**config.mk**
```make
export PLATFORM = sky130hd
export DESIGN_NAME = instr_realign
export DESIGN_NICKNAME = d
export VERILOG_FILES = /design/src/rtl/instr_realign.sv
export SDC_FILE = /design/constraint.sdc
export NUM_CORES = 1
export LEC_CHECK = 0
export CAP_MARGIN = 5
export CORE_ASPECT_RATIO = 1.25
export CORE_MARGIN = 2
export CORE_UTILIZATION = 42
export CTS_CLUSTER_DIAMETER = 30
export CTS_CLUSTER_SIZE = 14
export DETAILED_ROUTE_END_ITERATION = 10
export PLACE_DENSITY = 0.84
export SLEW_MARGIN = 20
export SYNTH_ARGS = -nofsm -noshare
export SYNTH_HDL_FRONTEND = slang
export SYNTH_SLANG_ARGS = --single-unit
```
**constraint.sdc**
```tcl
create_clock -name clk_i -period 3.35 [get_ports clk_i]
set_clock_uncertainty 0.15 [all_clocks]
set_input_delay 0.67 -clock clk_i [delete_from_list [all_inputs] [get_ports clk_i]]
set_output_delay 0.67 -clock clk_i [all_outputs]
set_load 0.01 [all_outputs]
```
**src/rtl/instr_realign.sv**
```systemverilog
// Fetch-block realigner: splits a 32-bit fetch block into up to two RVC/RVI instructions
// and carries the lower half of an RVI instruction that straddles into the next block.
module instr_realign #(
    parameter int unsigned VLEN = 39
) (
    input  logic                clk_i,
    input  logic                rst_ni,
    input  logic                flush_i,
    input  logic                valid_i,
    input  logic [VLEN-1:0]     address_i,
    input  logic [31:0]         data_i,
    output logic                serving_unaligned_o,
    output logic [1:0]          valid_o,
    output logic [2*VLEN-1:0]   addr_o,
    output logic [63:0]         instr_o
);

    localparam logic [VLEN-1:0] HALF_STEP = {{(VLEN-2){1'b0}}, 2'b10};

    function automatic logic is_rvc(input logic [15:0] half);
        return (half[1:0] != 2'b11);
    endfunction

    logic               unaligned_r;
    logic [15:0]        unaligned_instr_r;
    logic [VLEN-1:0]    unaligned_addr_r;

    logic               unaligned_d_s;
    logic [15:0]        unaligned_instr_d_s;
    logic [VLEN-1:0]    unaligned_addr_d_s;

    logic [1:0]         valid_s;
    logic [31:0]        instr0_s;
    logic [31:0]        instr1_s;
    logic [VLEN-1:0]    addr0_s;
    logic [VLEN-1:0]    addr1_s;
    logic [VLEN-1:0]    addr_plus2_s;
    logic [15:0]        lower_s;
    logic [15:0]        upper_s;

    assign lower_s      = data_i[15:0];
    assign upper_s      = data_i[31:16];
    assign addr_plus2_s = address_i + HALF_STEP;

    // Slot decode and next-state selection for the held straddling half.
    always_comb begin
        valid_s             = 2'b00;
        instr0_s            = 32'h0000_0000;
        instr1_s            = 32'h0000_0000;
        addr0_s             = address_i;
        addr1_s             = addr_plus2_s;
        unaligned_d_s       = unaligned_r;
        unaligned_instr_d_s = unaligned_instr_r;
        unaligned_addr_d_s  = unaligned_addr_r;

        if (flush_i) begin
            unaligned_d_s = 1'b0;
        end else if (valid_i) begin
            case ({unaligned_r, address_i[1]})
                2'b00: begin
                    if (!is_rvc(lower_s)) begin
                        instr0_s = data_i;
                        valid_s  = 2'b01;
                    end else begin
                        instr0_s = {16'h0000, lower_s};
                        if (is_rvc(upper_s)) begin
                            instr1_s = {16'h0000, upper_s};
                            valid_s  = 2'b11;
                        end else begin
                            unaligned_instr_d_s = upper_s;
                            unaligned_addr_d_s  = addr_plus2_s;
                            unaligned_d_s       = 1'b1;
                            valid_s             = 2'b01;
                        end
                    end
                end
                2'b01: begin
                    // Redirect into the upper half: the lower half is not part of the stream.
                    if (is_rvc(upper_s)) begin
                        instr0_s = {16'h0000, upper_s};
                        valid_s  = 2'b01;
                    end else begin
                        unaligned_instr_d_s = upper_s;
                        unaligned_addr_d_s  = address_i;
                        unaligned_d_s       = 1'b1;
                        valid_s             = 2'b00;
                    end
                end
                2'b10, 2'b11: begin
                    instr0_s = {lower_s, unaligned_instr_r};
                    addr0_s  = unaligned_addr_r;
                    if (is_rvc(upper_s)) begin
                        instr1_s      = {16'h0000, upper_s};
                        unaligned_d_s = 1'b0;
                        valid_s       = 2'b11;
                    end else begin
                        unaligned_instr_d_s = upper_s;
                        unaligned_addr_d_s  = addr_plus2_s;
                        unaligned_d_s       = 1'b1;
                        valid_s             = 2'b01;
                    end
                end
                default: begin
                    valid_s = 2'b00;
                end
            endcase
        end else begin
            unaligned_d_s = unaligned_r;
        end
    end

    // Output gating: nothing is presented while reset is asserted.
    always_comb begin
        if (rst_ni) begin
            valid_o = valid_s;
        end else begin
            valid_o = 2'b00;
        end
    end

    assign instr_o             = {instr1_s, instr0_s};
    assign addr_o              = {addr1_s, addr0_s};
    assign serving_unaligned_o = unaligned_r;

    // Held-half state register with synchronous active-low reset.
    always_ff @(posedge clk_i) begin
        if (!rst_ni) begin
            unaligned_r       <= 1'b0;
            unaligned_instr_r <= 16'h0000;
            unaligned_addr_r  <= {VLEN{1'b0}};
        end else begin
            unaligned_r       <= unaligned_d_s;
            unaligned_instr_r <= unaligned_instr_d_s;
            unaligned_addr_r  <= unaligned_addr_d_s;
        end
    end

endmodule

```
# Yosys cells after proc, flatten, opt, wreduce, memory -nomap -nowiden

Index checks and enable logic that the tools add are counted.

Muxes and demuxes: 30
Equality and inequality tests: 7
$add $sub $neg: 1
Bitwise logic cells: 2
Reduce and logical (&&, ||, !) cells: 7

Operators by type and width:

| operator                | count |
|---|---|
| $mux W39                | 6 |
| $pmux W39 S3            | 1 |
| $mux W16                | 6 |
| $mux W32                | 3 |
| $pmux W32 S3            | 1 |
| $pmux W16 S2            | 2 |
| $add A39 B2 Y39 const B | 1 |
| $mux W2                 | 5 |
| $ne A2 B2 Y1 const B    | 4 |
| $pmux W2 S3             | 1 |
| $eq A2 B2 Y1 const B    | 2 |
| $mux W1                 | 4 |
| $reduce_and A4 Y1       | 1 |
| $reduce_or A2 Y1        | 2 |
| $pmux W1 S3             | 1 |
| $reduce_and A3 Y1       | 1 |
| $reduce_or A3 Y1        | 1 |
| $eq A2 B1 Y1 const B    | 1 |
| $logic_not A2 Y1        | 1 |
| $not A1 Y1              | 2 |
| $reduce_and A2 Y1       | 1 |

Output and inout port bits: 145
Register bits after elaboration: 56
Word-level logic and storage cells: 50
Input bits: 75

# Logic depth before layout (Yosys ltp)

Word-level depth: 7
Depth in mapped cells: 8
Gate-level depth less buffers: 6

# Worst setup path before layout

No wires, ideal clock.

Path kind: input-to-output
Start: in address_i[1]
End: out addr_o[70]
Path slack: 369 ps
Data required time: 2530 ps
Buffers on the path: 1
Data arrival time: 2161 ps
Stages on the path: 7
Path through: ha_1 -> nand3_2 -> nor4b_4 -> and2_0 -> clkbuf_1 -> nand4_1 -> xnor2_1

Cells in the longest elaborated chain, start to end: 1

Ends and longest elaborated chain:

| item            | line | source |
|---|---|---|
| start, declared | 10   | `input logic [VLEN-1:0] address_i,` |
| $add A39 B2 Y39 | 43   | `assign addr_plus2_s = address_i + HALF_STEP;` |
| end, declared   | 14   | `output logic [2*VLEN-1:0] addr_o,` |

No other way between the ends.

# Worst setup path in the final report

Start: in valid_i
End: out instr_o[46]

Cells in the longest elaborated chain, start to end: 2

Ends and longest elaborated chain:

| item            | line | source |
|---|---|---|
| start, declared | 9    | `input logic valid_i,` |
| $mux W16        | 58   | `end else if (valid_i) begin` |
| $mux W16        | 56   | `if (flush_i) begin` |
| end, declared   | 15   | `output logic [63:0] instr_o` |

No other way between the ends.

==> impl_metrics.tcl <==
set metrics [dict create \
    hold_path_startpoint "unaligned_instr_r[4]" \
    crit_chain "clkdlybuf4s50_1 > inv_1 > nor2_4 > o21ai_1 > a21oi_2 > buf_6 > and2_1 > clkdlybuf4s50_1" \
    critPathKind "input port to output pin" \
    tritoncts "done" \
    multiInputGateArea_um2 3270 \
    dp_hpwl_um 12900 \
    finalNetCount 1054 \
    drt_pre_antenna_iters 5 \
    cp_num_buf_inv 4 \
    synth_edf_count 0 \
    ff_latch_area_um2 1120 \
    path_common_cell "clkdlybuf4s50_1" \
    grt_overflow 0 \
    dieWidth_um 97.9 \
    diodes 0 \
    max_freq_ghz 0.299 \
    clock_sinks 56 \
    startpoint_type "input port" \
    drc 0 \
    r2r_start "serving_unaligned_o" \
    ir_drop_v 0.000212 \
    grtUsageTotal_pct 28.3 \
    grt_pass1_vias 5729 \
    setup_viol 0 \
    synth_seq_cells 56 \
    final_hold_viol_count 0 \
    setup_ws_ps 6.92 \
    cpPeakStageDelay_ps 530 \
    syn_avg_cell_area_um2 6.67 \
    startpoint "valid_i" \
    htreeDepth 2 \
    portBuffers 203 \
    nFillCells 856 \
    syn_inst 694 \
    io_pins 220 \
    tightest_slew_ps 546 \
    cts_buffer_depth 2 \
    core_area_um2 10700 \
    drtIter0Drc 321 \
    slew_headroom_pct 63.2 \
    hold_path.class "register to register" \
    grt_max_degree 52 \
    final_core_util_pct 73.5 \
    seq_area_frac_synth_pct 24.2 \
    drive_above_1_share_pct 18.3 \
    cts_buffers 5 \
    cts.hold.buffers_added 0 \
    async_flop_share_pct 0 \
    min_period_ps 3340 \
    ant_nets 0 \
    power.total_mw 1.83 \
    area_growth_pct 69.3 \
    drv_cap 0 \
    grt_pass1_wl_um 27800 \
    path_clk_slew_ps 80 \
    synth_ff_type "dfxtp_1" \
    yosys_warnings 0 \
    start_util_pct 43.4 \
    path_delay_family "buffers and inverters" \
    powerDensity_nw_per_um2 234 \
    dp_slack_ps -550 \
    viasPerCell 5.37 \
    tns_ps 0 \
    num_vias 5962 \
    fin_crit_sh_pct 99.8 \
    rsz0062_at_grt "true" \
    drv_slew 0 \
    p_leak_nw 3.63 \
    ys_types 47 \
    cp_max_fo 7 \
    end_kind "output pin" \
    synthesis.area_um2 4630 \
    die_height_um 121 \
    clkLatencyLatePin_ps 290 \
    routedWlPerCell_um 16.4 \
    num_rows 42 \
    antenna_found_initial 0 \
    status "finished, final reports clean" \
    arrival_ps 2520 \
    gp_congestion 0.890 \
    cp_slowest_cell "clkdlybuf4s50_1" \
    dieArea_um2 11900 \
    cts_root_buf "clkbuf_16" \
    cp.required_ps 2530 \
    drt-total-wl_um 18200 \
]
-- repair_timing --
action	CTS	global route
endpoints found under the setup margin	122	75
resized for setup	96	42
endpoints found under the hold margin	0	0
gates cloned	2	3
pin swaps	8	4
setup buffers	12	3
-- kinds of logic after synthesis --
family,Yosys count,share of synthesized area (%)
flops,56,24.2
buf+inv,81,8.51
fa+ha+maj,1,0.270
mux,13,2.81
simple gates,350,35.9
compound gates,127,16.0
xor+xnor,65,12.3
other cells,1,0.0810
-- placed cells by master, fill, tap and decap left out, types with 4 or more instances in the layout --
cell,n
clkdlybuf4s50_1,121
nand4_1,15
conb_1,16
a31oi_1,5
nor2_1,50
nand2_1,177
dfxtp_1,56
clkbuf_16,7
buf_6,5
o21ai_0,35
nor3_1,9
nand3_1,28
mux2i_1,13
dlymetal6s2s_1,20
clkbuf_2,6
nor4_1,4
and2_1,17
a21oi_1,55
xnor2_1,30
buf_4,122
nor3_2,5
or3_1,4
a22o_1,16
a211oi_1,7
and3_1,8
xor2_1,34
buf_12,4
inv_1,4
dlygate4sd2_1,51
-- area by class of cell --
type	instances	area share (%)
multi-input combinational	572	41.7
timing repair buffer	338	39.7
sequential	56	14.3
tap	132	2.11
clock buffer	5	1.60
clock inverter	3	0.303
inverter	5	0.239
-- cells in the mapped netlist, types with 2 or more instances --
master | n | area (µm²)
a211oi_1 | 7 | 52.6
a21oi_1 | 56 | 280
a22o_1 | 16 | 140
a311oi_1 | 2 | 17.5
a31oi_1 | 5 | 31.3
and2_0 | 2 | 12.5
and2_1 | 18 | 113
and3_1 | 9 | 56.3
and4_1 | 3 | 26.3
buf_1 | 9 | 33.8
buf_2 | 12 | 60.1
buf_4 | 19 | 143
clkbuf_1 | 33 | 124
clkbuf_2 | 3 | 15.0
dfxtp_1 | 56 | 1120
inv_1 | 4 | 15.0
mux2i_1 | 13 | 130
nand2_1 | 178 | 668
nand2b_1 | 2 | 12.5
nand3_1 | 29 | 145
nand3_2 | 2 | 20.0
nand3b_1 | 3 | 22.5
nand4_1 | 15 | 93.8
nor2_1 | 53 | 199
nor2b_1 | 2 | 12.5
nor3_1 | 12 | 60.1
nor3_2 | 2 | 20.0
nor3b_1 | 2 | 15.0
nor4_1 | 5 | 31.3
o21ai_0 | 37 | 185
o31ai_1 | 2 | 15.0
or3_1 | 4 | 25.0
or4_1 | 2 | 15.0
xnor2_1 | 31 | 272
xor2_1 | 34 | 298
-- worst paths after layout --
check / depth (start not counted) / slack (ps) / endpoint
worst max-delay path: 8 / 7 / instr_o[46]
worst min-delay path: 2 / 310 / unaligned_instr_r[4]
worst max register to register: 7 / 870 / unaligned_addr_r[36]
worst min register to register: 2 / 310 / unaligned_instr_r[4]
-- metal layers --
metal  track usage, %  routed length, µm
met4             9.46                524
met5                0                  0
met3             3.74               1370
met1             32.3               6950
met2             53.6               9330
-- flip-flops by register name, summed over array words and instances (netlist names) --
name and cells:
serving_unaligned_o 1, unaligned_instr_r 16, unaligned_addr_r 39
-- per-stage QoR --
| step | instance area, µm² | hold WS, ps | instances |
|---|---|---|---|
| finish | 7840 | 309 | 1111 |
| global route | 7840 | 337 | 1111 |
| CTS | 7700 | 308 | 1105 |
| detailed placement | 7430 | 297 | 1083 |
| global placement | 7430 | 292 | 1083 |
| floorplan | 4690 | 286 | 709 |
-- tightest hold or removal path: cells and delay by family, from the launching register on --
family	cells	cell delay, ps
flops	1	310
simple gates	1	50
compound gates	1	50
-- report_power, final --
group | leakage (nW) | switching, mW | internal (mW) | total (mW)
sequential | 0.454 | 0.00993 | 0.684 | 0.694
combinational | 3.11 | 0.289 | 0.308 | 0.597
clock | 0.0660 | 0.264 | 0.279 | 0.544
Power figures use the tool's default switching activity.
